### src/rtl/ram_lsu_pkg.sv
// ram_lsu_pkg: shared definitions for the RAM load/store unit.
//   state_e      - FSM state encoding (IDLE/BUS/RESP)
//   SEL_LO/HI    - Wishbone byte-lane selects for the low/high halfword
//   CNT_W        - width of the bus timeout counter
//   lane_sel()   - picks the lane select from the halfword address LSB
package ram_lsu_pkg;

    typedef enum logic [1:0] {
        IDLE = 2'd0,
        BUS  = 2'd1,
        RESP = 2'd2
    } state_e;

    localparam logic [3:0] SEL_LO = 4'b0011;
    localparam logic [3:0] SEL_HI = 4'b1100;

    localparam int unsigned CNT_W = 10;

    function automatic logic [3:0] lane_sel(input logic hi);
        return hi ? SEL_HI : SEL_LO;
    endfunction

endpackage

### src/rtl/ram_lsu_timer.sv
// ram_lsu_timer: 10-bit bus timeout counter with expiry compare.
//   clk_i      - system clock
//   rst_i      - asynchronous active-high reset
//   clear_i    - zero the count (has priority over en_i)
//   en_i       - count this cycle (a BUS cycle without ack)
//   expired_o  - this edge would bring the count to TIMEOUT_CYCLES
module ram_lsu_timer
    import ram_lsu_pkg::*;
#(
    parameter int unsigned TIMEOUT_CYCLES = 255
) (
    input  logic clk_i,
    input  logic rst_i,
    input  logic clear_i,
    input  logic en_i,
    output logic expired_o
);

    localparam logic [CNT_W-1:0] LAST = CNT_W'(TIMEOUT_CYCLES - 1);

    logic [CNT_W-1:0] count_q, count_d;

    always_comb begin
        count_d = count_q;
        if (clear_i) begin
            count_d = '0;
        end else if (en_i) begin
            count_d = count_q + 1'b1;
        end
    end

    always_ff @(posedge clk_i or posedge rst_i) begin
        if (rst_i) begin
            count_q <= '0;
        end else begin
            count_q <= count_d;
        end
    end

    // Compared before the increment so the abort lands on the same edge the
    // count reaches TIMEOUT_CYCLES.
    assign expired_o = en_i && (count_q == LAST);

endmodule

### src/rtl/ram_lsu.sv
// ram_lsu: core load/store port to a Wishbone classic RAM (32-bit data,
// halfword-addressed requests) with a bus timeout.
//   clk, reset              - system clock, asynchronous active-high reset
//   req_valid/req_ready     - request handshake; req_we/addr/wdata payload
//   rsp_valid/rsp_rdata/err - one-cycle response; rdata/err hold until next
//   rambus_wb_*             - Wishbone master (registered outputs)
module ram_lsu
    import ram_lsu_pkg::*;
#(
    parameter int unsigned TIMEOUT_CYCLES = 255
) (
    input  logic        clk,
    input  logic        reset,
    input  logic        req_valid,
    output logic        req_ready,
    input  logic        req_we,
    input  logic [9:0]  req_addr,
    input  logic [15:0] req_wdata,
    output logic        rsp_valid,
    output logic [15:0] rsp_rdata,
    output logic        rsp_err,
    output logic        rambus_wb_clk_o,
    output logic        rambus_wb_rst_o,
    output logic        rambus_wb_cyc_o,
    output logic        rambus_wb_stb_o,
    output logic        rambus_wb_we_o,
    output logic [3:0]  rambus_wb_sel_o,
    output logic [31:0] rambus_wb_dat_o,
    output logic [9:0]  rambus_wb_addr_o,
    input  logic        rambus_wb_ack_i,
    input  logic [31:0] rambus_wb_dat_i
);

    state_e state_q, state_d;

    logic        cyc_q, stb_q, we_q;
    logic [3:0]  sel_q;
    logic [31:0] dat_q;
    logic [9:0]  addr_q;
    logic        rsp_err_q;
    logic [15:0] rsp_rdata_q;

    logic accept, in_bus, ack_hit, expired, bus_done;

    assign accept   = req_valid && (state_q == IDLE);
    assign in_bus   = (state_q == BUS);
    assign ack_hit  = in_bus && rambus_wb_ack_i;
    assign bus_done = ack_hit || expired;

    // Counting stops on an ack cycle, so expiry can never pre-empt an ack.
    ram_lsu_timer #(
        .TIMEOUT_CYCLES(TIMEOUT_CYCLES)
    ) u_timer (
        .clk_i     (clk),
        .rst_i     (reset),
        .clear_i   (accept),
        .en_i      (in_bus && !rambus_wb_ack_i),
        .expired_o (expired)
    );

    // State register
    always_ff @(posedge clk or posedge reset) begin
        if (reset) begin
            state_q <= IDLE;
        end else begin
            state_q <= state_d;
        end
    end

    // Next-state logic
    always_comb begin
        state_d = state_q;
        unique case (state_q)
            IDLE:    if (accept) state_d = BUS;
            BUS:     if (bus_done) state_d = RESP;
            RESP:    state_d = IDLE;
            default: state_d = IDLE;
        endcase
    end

    // State-decoded outputs
    always_comb begin
        req_ready = (state_q == IDLE);
        rsp_valid = (state_q == RESP);
    end

    // Registered bus outputs and response data
    always_ff @(posedge clk or posedge reset) begin
        if (reset) begin
            cyc_q       <= 1'b0;
            stb_q       <= 1'b0;
            we_q        <= 1'b0;
            sel_q       <= '0;
            dat_q       <= '0;
            addr_q      <= '0;
            rsp_err_q   <= 1'b0;
            rsp_rdata_q <= '0;
        end else begin
            if (accept) begin
                cyc_q  <= 1'b1;
                stb_q  <= 1'b1;
                we_q   <= req_we;
                addr_q <= {1'b0, req_addr[9:1]};
                sel_q  <= lane_sel(req_addr[0]);
                dat_q  <= {req_wdata, req_wdata};
            end else if (bus_done) begin
                cyc_q <= 1'b0;
                stb_q <= 1'b0;
            end

            if (ack_hit) begin
                rsp_err_q <= 1'b0;
                // sel_q still encodes which halfword was addressed.
                if (we_q) begin
                    rsp_rdata_q <= '0;
                end else if (sel_q == SEL_HI) begin
                    rsp_rdata_q <= rambus_wb_dat_i[31:16];
                end else begin
                    rsp_rdata_q <= rambus_wb_dat_i[15:0];
                end
            end else if (expired) begin
                rsp_err_q   <= 1'b1;
                rsp_rdata_q <= '0;
            end
        end
    end

    assign rsp_err          = rsp_err_q;
    assign rsp_rdata        = rsp_rdata_q;
    assign rambus_wb_clk_o  = clk;
    assign rambus_wb_rst_o  = reset;
    assign rambus_wb_cyc_o  = cyc_q;
    assign rambus_wb_stb_o  = stb_q;
    assign rambus_wb_we_o   = we_q;
    assign rambus_wb_sel_o  = sel_q;
    assign rambus_wb_dat_o  = dat_q;
    assign rambus_wb_addr_o = addr_q;

endmodule
### config.mk
export PLATFORM = sky130hd
export DESIGN_NAME = ram_lsu
export DESIGN_NICKNAME = d
export VERILOG_FILES = /design/src/rtl/ram_lsu_pkg.sv /design/src/rtl/ram_lsu_timer.sv /design/src/rtl/ram_lsu.sv
export SDC_FILE = /design/constraint.sdc
export NUM_CORES = 1
export LEC_CHECK = 0
export ABC_AREA = 1
export CAP_MARGIN = 20
export CORE_MARGIN = 8
export CORE_UTILIZATION = 35
export DETAILED_ROUTE_END_ITERATION = 10
export PLACE_DENSITY = 0.69
export REMOVE_ABC_BUFFERS = 1
export SETUP_SLACK_MARGIN = 0.5
export SYNTH_ARGS = -nofsm -noshare
export SYNTH_HDL_FRONTEND = slang
export SYNTH_SLANG_ARGS = --single-unit
### constraint.sdc
create_clock -name clk -period 3.2 [get_ports clk]
set_input_delay 0.64 -clock clk [delete_from_list [all_inputs] [get_ports clk]]
set_output_delay 0.64 -clock clk [all_outputs]
set_load 0.02 [all_outputs]
# Yosys cells after proc, flatten, opt, wreduce, memory -nomap -nowiden
# Cells that the tools add are included.
[word_totals]
wordCells = 41
in_bits = 63
output_inout_bits = 70
regBits = 76
[classes]
n_mux = 14
addsub = 1
reduce_logical = 11
n_eq_ne = 6
[ops]
columns = ["operator", "n"]
rows = [
  ["2-to-1 mux 16 bit", 4],
  ["2-to-1 mux 10 bit", 2],
  ["adder 10 x 1 -> 10 bit, second input constant", 1],
  ["equality test 10 x 8 -> 1 bit, second input constant", 1],
  ["nonzero test 2 bit", 3],
  ["equality test 4 bit, second input constant", 1],
  ["logical AND 1 bit", 4],
  ["2-to-1 mux 1 bit", 4],
  ["2-to-1 mux 2 bit", 2],
  ["2-to-1 mux 4 bit", 1],
  ["inequality test 2 x 1 -> 1 bit, second input constant", 2],
  ["case mux 2 bit (2 select lines)", 1],
  ["equality test 2 x 1 -> 1 bit, second input constant", 1],
  ["equality test 2 bit, second input constant", 1],
  ["zero test 2 bit", 1],
  ["AND reduction 2 bit", 1],
  ["zero test 1 bit", 1],
  ["logical OR 1 bit", 1],
]

# Longest topological paths before layout
# Gate-level depths: netlist (run 1).
[depth]
ltp_word = 6
ltp_mapped = 8
ltp_nobuf = 7

# Hierarchy
# Synthesis (run 1) repeated with hierarchy kept, for this count alone.
[hier_totals]
hier_cells = 362
area_unflattened_um2 = 2891.5
[modules_own_cells]
columns = ["module", "instances", "seq_area_each_um2", "cells_each", "area_per_inst_um2"]
rows = [
  ["ram_lsu", 1, 1201.2, 283, 2288.4],
  ["ram_lsu_timer", 1, 250.2, 79, 603.1],
]

==> run metrics, run 1 <==
status=finished, final reports clean; routed metal-1 wire length=3.40 mm; ratio of total power to cell area=roughly 840 nW/um^2; Final Max Tran Viols=0; Setup crit start kind=clock port; Nets=533; Worst Path Arrival=1970 ps; Std-Cell Core Area=8550 sq um; setup slack of the most critical reg-to-reg path=1520 ps; hold path start=rambus_wb_addr_o[8]; Synth cell types=28; cell chain of the critical path=clkbuf_8, clkbuf_8, buf_2; worst r2r dst=rambus_wb_sel_o[2]; worst reg2reg path startpoint=state_q[1]; clock transition at the registers of the reported paths=60 ps; Detailed Route Iter0 Violations=52; CP dominant cell by count=sky130_fd_sc_hd__clkbuf_8; met3 wire length=approximately 620 microns; end point of the most critical hold path=rambus_wb_addr_o[8]; cts hold-fix bufs=0; Worst-Margin Slew=723 ps; DPL Wire Length=5.81 mm; number of cells on the critical path=3; starting density of the core=between 30 and 40%; number of top-level pins=133; min setup slack post-route=589 ps; FF+latch count, synth=58; yosys synthesis warning count=0; number of cells on the worst reg-to-reg path=4; area delta synth->final=46.9%; area enclosed by the die boundary=11900 sq um; maximum number of pins on one net before global-route repair=slightly below 60; clock latency reported for the late side of the worst-skew pair=440 ps; number of I/O port buffers=131; vias per inst=around 4.5; WP buf/inv=3; Routed Wire Length=7.97 mm; highest-delay cell along the critical path=sky130_fd_sc_hd__buf_2; aggregate global-route resource usage=a little over an eighth; worst setup timing slack at the placement stage=452 ps; WL/cell=between 10 and 15 microns; height of the die=109 microns; clock tree from TritonCTS=done; via count of the first global-routing pass=around 2700; synthesized cell area=3020 sq um; critical path class=clk -> out; Die Wd=between 100 and 150 microns; unrepaired setup endpoints after global routing=no; min-delay worst type=reg -> reg; Hold Fails Final Rpt=0; number of design rule violations left after detail routing=0; antenna diode count=0; top layer reached by signal wires=met4; total of endpoints with negative setup slack in the final report=0; Relative slew margins=51.8%; number of nets still failing antenna checks after routing=0; Critical Path Sink Type=output port; family of cells with the greatest summed delay on the critical path=buffers and inverters; routed length on met2=3.82 mm; proportion of synthesized chip area in sequential cells=48.0%; Post-Syn Instances=356; Max Cap Violations=0; DR vias=2625; DRT Pass-1 Iters=5; post-CTS repair timing setup buffer count=0; peak supply drop=620 uV; first-pass GRT wire length=12.5 mm; Worst Path Max Fanout=2; Worst Skew=7.90 ps; delay of the slowest cell on the worst path=approximately 150 ps; leftover overflow at the end of global routing=0; final-layout setup total negative slack=0 ps; share of post-route cells with drive strength above 1=11.9%; Placement Rows=34; final estimated routing congestion in global placement=0.782; mean instance size in the synthesized netlist=8.49 sq um; hold depth=2; number of antenna violations at the first check in global routing=0; data required time of the critical path=between 2000 and 3000 ps; Static Leak=2.15 nW; critical path launch point=clk
[routing by layer]
metal	vias to the layer above	GRT usage, %
li1	1311	-
met1	1214	15.8
met2	89	21.5
met3	11	5.85
met4	0	5.57
met5	-	0
[metrics by stage]
stage          hold slack [ps]  std cells  instance area [sq um]  util [%]  total power, mW
2_1_floorplan              500        320                   2740         -             2.05
3_3_place_gp               462        561                   4210      49.2             3.02
3_5_place_dp               469        561                   4210      49.2             3.05
4_1_cts                    486        579                   4410      51.6             3.74
5_1_grt                    502        580                   4440      51.9             3.96
6_report                   481        580                   4440      51.9             3.72
[worst register-to-register path, stage by stage, from the launching register on]
cell and delay (ps):
sky130_fd_sc_hd__dfrtp_1 420, sky130_fd_sc_hd__nor2_2 70, sky130_fd_sc_hd__nand2_2 400, sky130_fd_sc_hd__buf_4 330, sky130_fd_sc_hd__mux2_2 350
[synth_stat cells]
cell                       instances  area share (%)
sky130_fd_sc_hd__nor2_8            1            0.66
sky130_fd_sc_hd__nor2_4            3             1.1
sky130_fd_sc_hd__nand4_1           3            0.62
sky130_fd_sc_hd__ha_1              2            0.83
sky130_fd_sc_hd__mux2_2            1            0.37
sky130_fd_sc_hd__buf_8             1            0.50
sky130_fd_sc_hd__o21ai_1           2            0.33
sky130_fd_sc_hd__a21oi_1           2            0.33
sky130_fd_sc_hd__buf_6             5             1.9
sky130_fd_sc_hd__nand2_2           2            0.41
sky130_fd_sc_hd__nor3_1            1            0.17
sky130_fd_sc_hd__conb_1            1            0.12
sky130_fd_sc_hd__nand4_4           1            0.70
sky130_fd_sc_hd__nand2_1         142              18
sky130_fd_sc_hd__nand3_1          18             3.0
sky130_fd_sc_hd__o211ai_1          6             1.5
sky130_fd_sc_hd__dfrtp_1          58              48
sky130_fd_sc_hd__buf_2             6            0.99
sky130_fd_sc_hd__nand3_2           9             3.0
sky130_fd_sc_hd__o21ai_0           4            0.66
sky130_fd_sc_hd__inv_1            30             3.7
sky130_fd_sc_hd__buf_4            23             5.7
sky130_fd_sc_hd__clkbuf_1          1            0.12
sky130_fd_sc_hd__nand2_4           1            0.37
sky130_fd_sc_hd__o211ai_2         10             4.1
sky130_fd_sc_hd__nor2_2            3            0.62
sky130_fd_sc_hd__inv_2             3            0.37
sky130_fd_sc_hd__nor2_1           17             2.1
[cell usage in the layout (no fill, tap or decap), drive strengths merged, types with 3 or more instances in the layout]
master         netlist  routed
inv                 33      33
clkinv               0       3
nor2                24      24
clkdlybuf4s50        0     130
nand3               27      27
o21ai                6       6
nand2              145     145
clkbuf               1      15
nand4                4       4
buf                 35       4
dfrtp               58      58
o211ai              16      16
[power breakdown]
part           internal [mW]  switching [mW]  leakage (nW)  total [mW]
Sequential             0.986           0.194         0.738        1.18
Clock                  0.403           0.314         0.118       0.717
Combinational          0.843           0.982          1.30        1.83
Total                   2.23            1.49          2.15        3.72
[worst max-delay path by stage]
stage | end | slack (ps)
3_5_place_dp | rambus_wb_clk_o | 450
3_3_place_gp | rambus_wb_clk_o | 450
4_1_cts | rambus_wb_clk_o | 580
5_1_grt | rambus_wb_clk_o | 580
6_report | rambus_wb_clk_o | 590
2_1_floorplan | rambus_wb_clk_o | 960
[cells by family after synthesis]
kind of cell / count (synthesis) / share of synthesized area (%)
other: 1 / 0.124
adders and majority gates: 2 / 0.828
buffers and inverters: 69 / 13.3
AOI/OAI and AO/OA: 24 / 6.96
muxes: 1 / 0.373
and+or+nand+nor: 201 / 30.4
DFF: 58 / 48.0
[what timing repair did]
action | 4_1_cts | 5_1_grt
hold endpoints to repair | 0 | 0
resized for setup | 4 | 0
endpoints found under the setup margin | 1 | 0
[state kept, by name (all words and copies together) (netlist names)]
name / count
rambus_wb_dat_o: 16
state_q: 2
rsp_err: 1
rambus_wb_addr_o: 9
rambus_wb_sel_o: 2
rambus_wb_we_o: 1
rambus_wb_stb_o: 1
rsp_rdata: 16
u_timer.count_q: 10
[cell type report]
class / instances / area, sq um
well taps: 108 / 135
fillers: 791 / 4110
flip-flops and latches: 58 / 1450
inverters: 33 / 124
clock inverters: 3 / 15.0
clock buffers: 16 / 201
multi-input cells: 229 / 1170
repair buffers: 133 / 1340
(Power assumes the default switching activity.)
==> run 2, diff against run 1 <==
--- a/config.mk
+++ b/config.mk
@@ -10,7 +10,7 @@
 export CORE_MARGIN = 8
 export CORE_UTILIZATION = 35
 export DETAILED_ROUTE_END_ITERATION = 10
-export PLACE_DENSITY = 0.69
+export PLACE_DENSITY = 0.71
 export REMOVE_ABC_BUFFERS = 1
 export SETUP_SLACK_MARGIN = 0.5
 export SYNTH_ARGS = -nofsm -noshare
==> constraint.sdc (replaced) <==
create_clock -name clk -period 2.33 [get_ports clk]
set_input_delay 0.466 -clock clk [delete_from_list [all_inputs] [get_ports clk]]
set_output_delay 0.466 -clock clk [all_outputs]
set_load 0.02 [all_outputs]
==> run 2 against run 1 <==
  * Sequential cell count is the same
  * Routed wire length grew 0.82%
  * Combinational power grew 17%
  * Final cell count grew 0.52%
  * Critical path depth is the same
  * Setup slack lost 210 ps
  * Critical path type unchanged
  * Critical endpoint unchanged
  * Largest cell class unchanged
  * Largest power group unchanged
  * Highest routed layer unchanged
==> run metrics, run 2 (synthesis gave the netlist of run 1 again) <==
final-layout setup total negative slack=0 ps (unchanged); leftover overflow at the end of global routing=0 (unchanged); antenna diode count=0 (unchanged); overall power consumption=4.76 mW (+28%); DRT Pass-1 Iters=4 (-1); aggregate global-route resource usage=14.3% (+0.69 points); Final Core Density=51.1% (-0.80 points); min-delay worst type=in -> async; final estimated routing congestion in global placement=0.789 (+0.97%); starting density of the core=35.3% (unchanged); unrepaired setup endpoints after global routing=yes; Critical Path Sink Type=output port; status=finished, final reports clean; number of I/O port buffers=131 (unchanged); Max Cap Violations=0 (unchanged); critical path class=clk -> out; post-CTS repair timing setup buffer count=0 (unchanged); maximum number of pins on one net before global-route repair=59 (unchanged); Static Leak=2.33 nW (+8.0%); worst setup timing slack at the placement stage=191 ps (-261 ps); number of nets still failing antenna checks after routing=0 (unchanged); WL/cell=13.8 microns (+0.30%); Std-Cell Core Area=8550 sq um (unchanged); number of antenna violations at the first check in global routing=0 (unchanged); Routed Wire Length=8.04 mm (+0.82%); height of the die=109 microns (unchanged); total of endpoints with negative setup slack in the final report=0 (unchanged); Worst Path Max Fanout=2 (unchanged); number of top-level pins=133 (unchanged); DPL Wire Length=6.01 mm (+3.5%); area delta synth->final=44.6%; number of design rule violations left after detail routing=0 (unchanged); filler cell count in the final layout=815 (+3.0%); clock tree from TritonCTS=done; data required time of the critical path=1860 ps (-700 ps); DR vias=2626 (+0.038%); clock transition at the registers of the reported paths=60 ps (about the same); ratio of total power to cell area=1090 nW/um^2 (+30%); Detailed Route Iter0 Violations=89 (+71%); clock latency reported for the late side of the worst-skew pair=430 ps (about the same); Die Wd=109 microns (unchanged); share of post-route cells with drive strength above 1=12.8% (+0.98 points); Nets=536 (+0.56%); via count of the first global-routing pass=2780 (+3.7%); Worst Path Arrival=1480 ps (-490 ps); most used cells in the layout excluding fill and tap cells=sky130_fd_sc_hd__nand2_1 (142), sky130_fd_sc_hd__dlygate4sd2_1 (66), sky130_fd_sc_hd__clkdlybuf4s50_1 (62), sky130_fd_sc_hd__dfrtp_1 (58), sky130_fd_sc_hd__inv_1 (29); Final Max Tran Viols=0 (unchanged); Worst Hold Margin=435 ps (-46.0 ps); Hold Fails Final Rpt=0 (unchanged); Worst Skew=4.34 ps (-3.56 ps); commonest non-fill, non-tap cell in the layout=sky130_fd_sc_hd__nand2_1; peak supply drop=653 uV (+5.2%); Setup crit start kind=clock port; min setup slack post-route=384 ps (-206 ps); Placement Rows=34 (unchanged); area enclosed by the die boundary=11900 sq um (unchanged); first-pass GRT wire length=13.3 mm (+6.2%); vias per inst=4.50 (-0.48%)
==> run 2: critical path, stage by stage <==
cell and delay [ps]:
sky130_fd_sc_hd__buf_8 100, sky130_fd_sc_hd__buf_8 100, sky130_fd_sc_hd__buf_6 120
==> run 2: repair_timing <==
action,4_1_cts,5_1_grt
resized for setup,73,7
endpoints found under the setup margin,69,3
hold endpoints to repair,0,0
hold buffers,0,0
==> run 2: path summary, 6_finish.rpt <==
path                                      from                   to  slack [ps]  depth (start not counted)
setup reg to reg            u_timer.count_q[0]        rsp_rdata[13]         760                          7
hold / removal                           reset  rambus_wb_addr_o[7]         440                          3
setup / recovery                           clk      rambus_wb_clk_o         380                          3
hold reg to reg            rambus_wb_addr_o[4]  rambus_wb_addr_o[4]         470                          2
min in group clk           rambus_wb_addr_o[4]  rambus_wb_addr_o[4]         470                          2
max in group asynchronous                reset        rsp_rdata[15]        1640                          3
==> run 2: metal layers <==
metal	share of wire, %	GRT usage [%]
met1	43	16.9
met4	1.2	5.87
met2	48	22.4
met3	7.4	5.79
met5	0	0
==> run 2: stage by stage <==
| step | instances | instance area, sq um |
|---|---|---|
| after floorplan | 320 | 2740 |
| after global placement | 565 | 4250 |
| after detailed placement | 565 | 4250 |
| after CTS | 583 | 4370 |
| after global routing | 583 | 4370 |
| final | 583 | 4370 |
==> run 2: layout make-up <==
class                   instances  area [sq um]  area share [%]
clock buffers                  16           210            4.81
clock inverters                 3          15.0           0.344
inverters                      33           124            2.83
multi-input cells             229          1170            26.7
flip-flops and latches         58          1450            33.2
well taps                     108           135            3.09
repair buffers                136          1270            29.0
==> run 2: where the power goes <==
group / leakage [nW] / total [mW] / internal [mW] / switching (mW)
combinational: 1.47 / 2.14 / 0.800 / 1.34
clock: 0.120 / 1.02 / 0.592 / 0.428
sequential: 0.738 / 1.60 / 1.35 / 0.249
==> run 3, diff against run 2 <==
--- a/config.mk
+++ b/config.mk
@@ -10,7 +10,7 @@
 export CORE_MARGIN = 8
 export CORE_UTILIZATION = 35
 export DETAILED_ROUTE_END_ITERATION = 10
-export PLACE_DENSITY = 0.71
+export PLACE_DENSITY = 0.69
 export REMOVE_ABC_BUFFERS = 1
 export SETUP_SLACK_MARGIN = 0.5
 export SYNTH_ARGS = -nofsm -noshare
==> constraint.sdc (replaced) <==
create_clock -name clk -period 2 [get_ports clk]
set_input_delay 0.4 -clock clk [delete_from_list [all_inputs] [get_ports clk]]
set_output_delay 0.4 -clock clk [all_outputs]
set_load 0.02 [all_outputs]
==> run 3 against run 2 <==
  * Clock-buffer cell count stayed put
  * Routed wire length increased by 1.9%
  * Non-clock buffer count is 5 higher
  * Critical path depth is the same
  * Utilization is 2.2 points lower
==> run metrics, run 3 (synthesis gave the netlist of run 1 again) <==
met2 track utilization from global routing=23.0% (+0.52 points); DPL Wire Length=5.97 mm (-0.70%); overall power consumption=5.47 mW (+15%); number of design rule violations left after detail routing=0 (unchanged); final estimated routing congestion in global placement=0.790 (about the same); Placement Cell Area=4250 sq um (unchanged); final-layout setup total negative slack=0 ps (unchanged); Hold Fails Final Rpt=0 (unchanged); clock transition at the registers of the reported paths=60 ps (about the same); commonest non-fill, non-tap cell in the layout=sky130_fd_sc_hd__nand2_1; Placement Rows=34 (unchanged); unrepaired setup endpoints after global routing=yes; starting density of the core=35.3% (unchanged); Routed Wire Length=8.19 mm (+1.9%); Final Max Tran Viols=0 (unchanged); Worst Path Max Fanout=2 (unchanged); worst reg2reg path startpoint=u_timer.count_q[0]; leftover overflow at the end of global routing=0 (unchanged); min-delay worst type=in -> async; number of cells on the worst reg-to-reg path=8 (+1); maximum number of pins on one net before global-route repair=59 (unchanged); Critical Path Sink Type=output port; Static Leak=2.24 nW (-3.6%); clock latency reported for the late side of the worst-skew pair=430 ps (about the same); height of the die=109 microns (unchanged); via count of the first global-routing pass=2697 (-3.0%); DR vias=2636 (+0.38%); filler cell count in the final layout=857 (+5.2%); DRT Pass-1 Iters=4 (unchanged); min setup slack post-route=285 ps (-98.4 ps); Setup crit start kind=clock port; area delta synth->final=38.6%; Die Wd=109 microns (unchanged); antenna diode count=0 (unchanged); number of I/O port buffers=131 (unchanged); number of nets still failing antenna checks after routing=0 (unchanged); vias per inst=4.48 (-0.47%); Clock Power Share=21.7% (+0.3 points); Worst Skew=4.57 ps (+0.231 ps); most used cells in the layout excluding fill and tap cells=sky130_fd_sc_hd__nand2_1 (141), sky130_fd_sc_hd__buf_2 (66), sky130_fd_sc_hd__clkdlybuf4s50_1 (62), sky130_fd_sc_hd__dfrtp_1 (57), sky130_fd_sc_hd__inv_1 (28); share of post-route cells with drive strength above 1=28.3% (+15 points); worst setup timing slack at the placement stage=85.4 ps (-105 ps); total of endpoints with negative setup slack in the final report=0 (unchanged); number of antenna violations at the first check in global routing=0 (unchanged); Worst Path Arrival=1310 ps (-170 ps); Std-Cell Core Area=8550 sq um (unchanged); data required time of the critical path=1600 ps (-260 ps); critical path class=clk -> out; status=finished, final reports clean; post-route standard cell area excluding fillers=4190 sq um (-4.2%); Gate power share=44.3% (-0.6 points); Nets=541 (+0.93%); WL/cell=13.9 microns (+1.0%); Max Cap Violations=0 (unchanged); last element of the critical path=rambus_wb_clk_o; worst r2r dst=rsp_rdata[11]; Detailed Route Iter0 Violations=95 (+6.7%); critical path launch point=clk; cell internal pwr=3.10 mW (+13%); peak supply drop=664 uV (+1.7%); fraction of power spent switching nets=43.4% (+1.0 points); number of top-level pins=133 (unchanged); aggregate global-route resource usage=14.0% (-0.26 points); ratio of total power to cell area=1310 nW/um^2 (+20%); busiest metal layer after global routing=met2; power share of the sequential group=34.0% (+0.3 points); first-pass GRT wire length=13.2 mm (-1.1%); Sw Pwr=2.37 mW (+18%); area enclosed by the die boundary=11900 sq um (unchanged); setup slack of the most critical reg-to-reg path=600 ps (-160 ps); met3 Use GR=5.50% (-0.30 points); GR met1 Demand/Resource=16.3% (-0.64 points); clock tree from TritonCTS=done; cts hold-fix bufs=0 (unchanged)
run 3: worst max-delay path, stage by stage:
cell and delay (ps):
sky130_fd_sc_hd__buf_8 90, sky130_fd_sc_hd__buf_8 100, sky130_fd_sc_hd__buf_6 120
run 3: worst min path at each step:
stage                         from                  end  slack, ps  cells past startpoint
5_1_grt                      reset  rambus_wb_dat_o[19]        370                      3
2_1_floorplan                  clk      rambus_wb_clk_o        400                      0
3_5_place_dp   rambus_wb_addr_o[6]  rambus_wb_addr_o[6]        470                      2
6_report                     reset  rambus_wb_dat_o[19]        360                      3
3_3_place_gp   rambus_wb_addr_o[0]  rambus_wb_addr_o[0]        460                      2
4_1_cts                      reset  rambus_wb_dat_o[19]        380                      3
run 3: layout make-up:
type / count / area [sq um] / area share, %
Clock inverter: 3 / 15.0 / 0.359
Tap cell: 108 / 135 / 3.23
Clock buffer: 16 / 210 / 5.02
Sequential cell: 58 / 1450 / 34.7
Inverter: 33 / 126 / 3.02
Multi-Input combinational cell: 229 / 1170 / 28.0
Timing Repair Buffer: 141 / 1070 / 25.6
run 3: metal layers:
metal	share of wire [%]	vias up
met2	50	75
met5	0	-
met1	43	1231
met4	0.56	0
li1	-	1326
met3	6.6	4
run 3: power groups by stage:
stage / Sequential (mW) / Clock (mW) / Combinational, mW
global route: 1.93 / 1.30 / 2.65
finish: 1.86 / 1.19 / 2.42
global placement: 1.90 / 0.0671 / 2.90
detailed placement: 1.91 / 0.0671 / 2.93
CTS: 1.88 / 1.20 / 2.58
floorplan: 2.55 / 0 / 0.736
run 3: timing repair:
item,4_1_cts,5_1_grt
pin swaps,1,0
setup buffers,4,1
resized for setup,256,32
setup endpoints to repair,93,70
run 3: per-stage QoR:
| step | hold slack (ps) | std cells | utilization, % |
|---|---|---|---|
| floorplan | 400 | 320 | - |
| global placement | 462 | 565 | 49.7 |
| detailed placement | 469 | 565 | 49.7 |
| CTS | 379 | 587 | 50.6 |
| global route | 372 | 588 | 49.0 |
| finish | 360 | 588 | 49.0 |
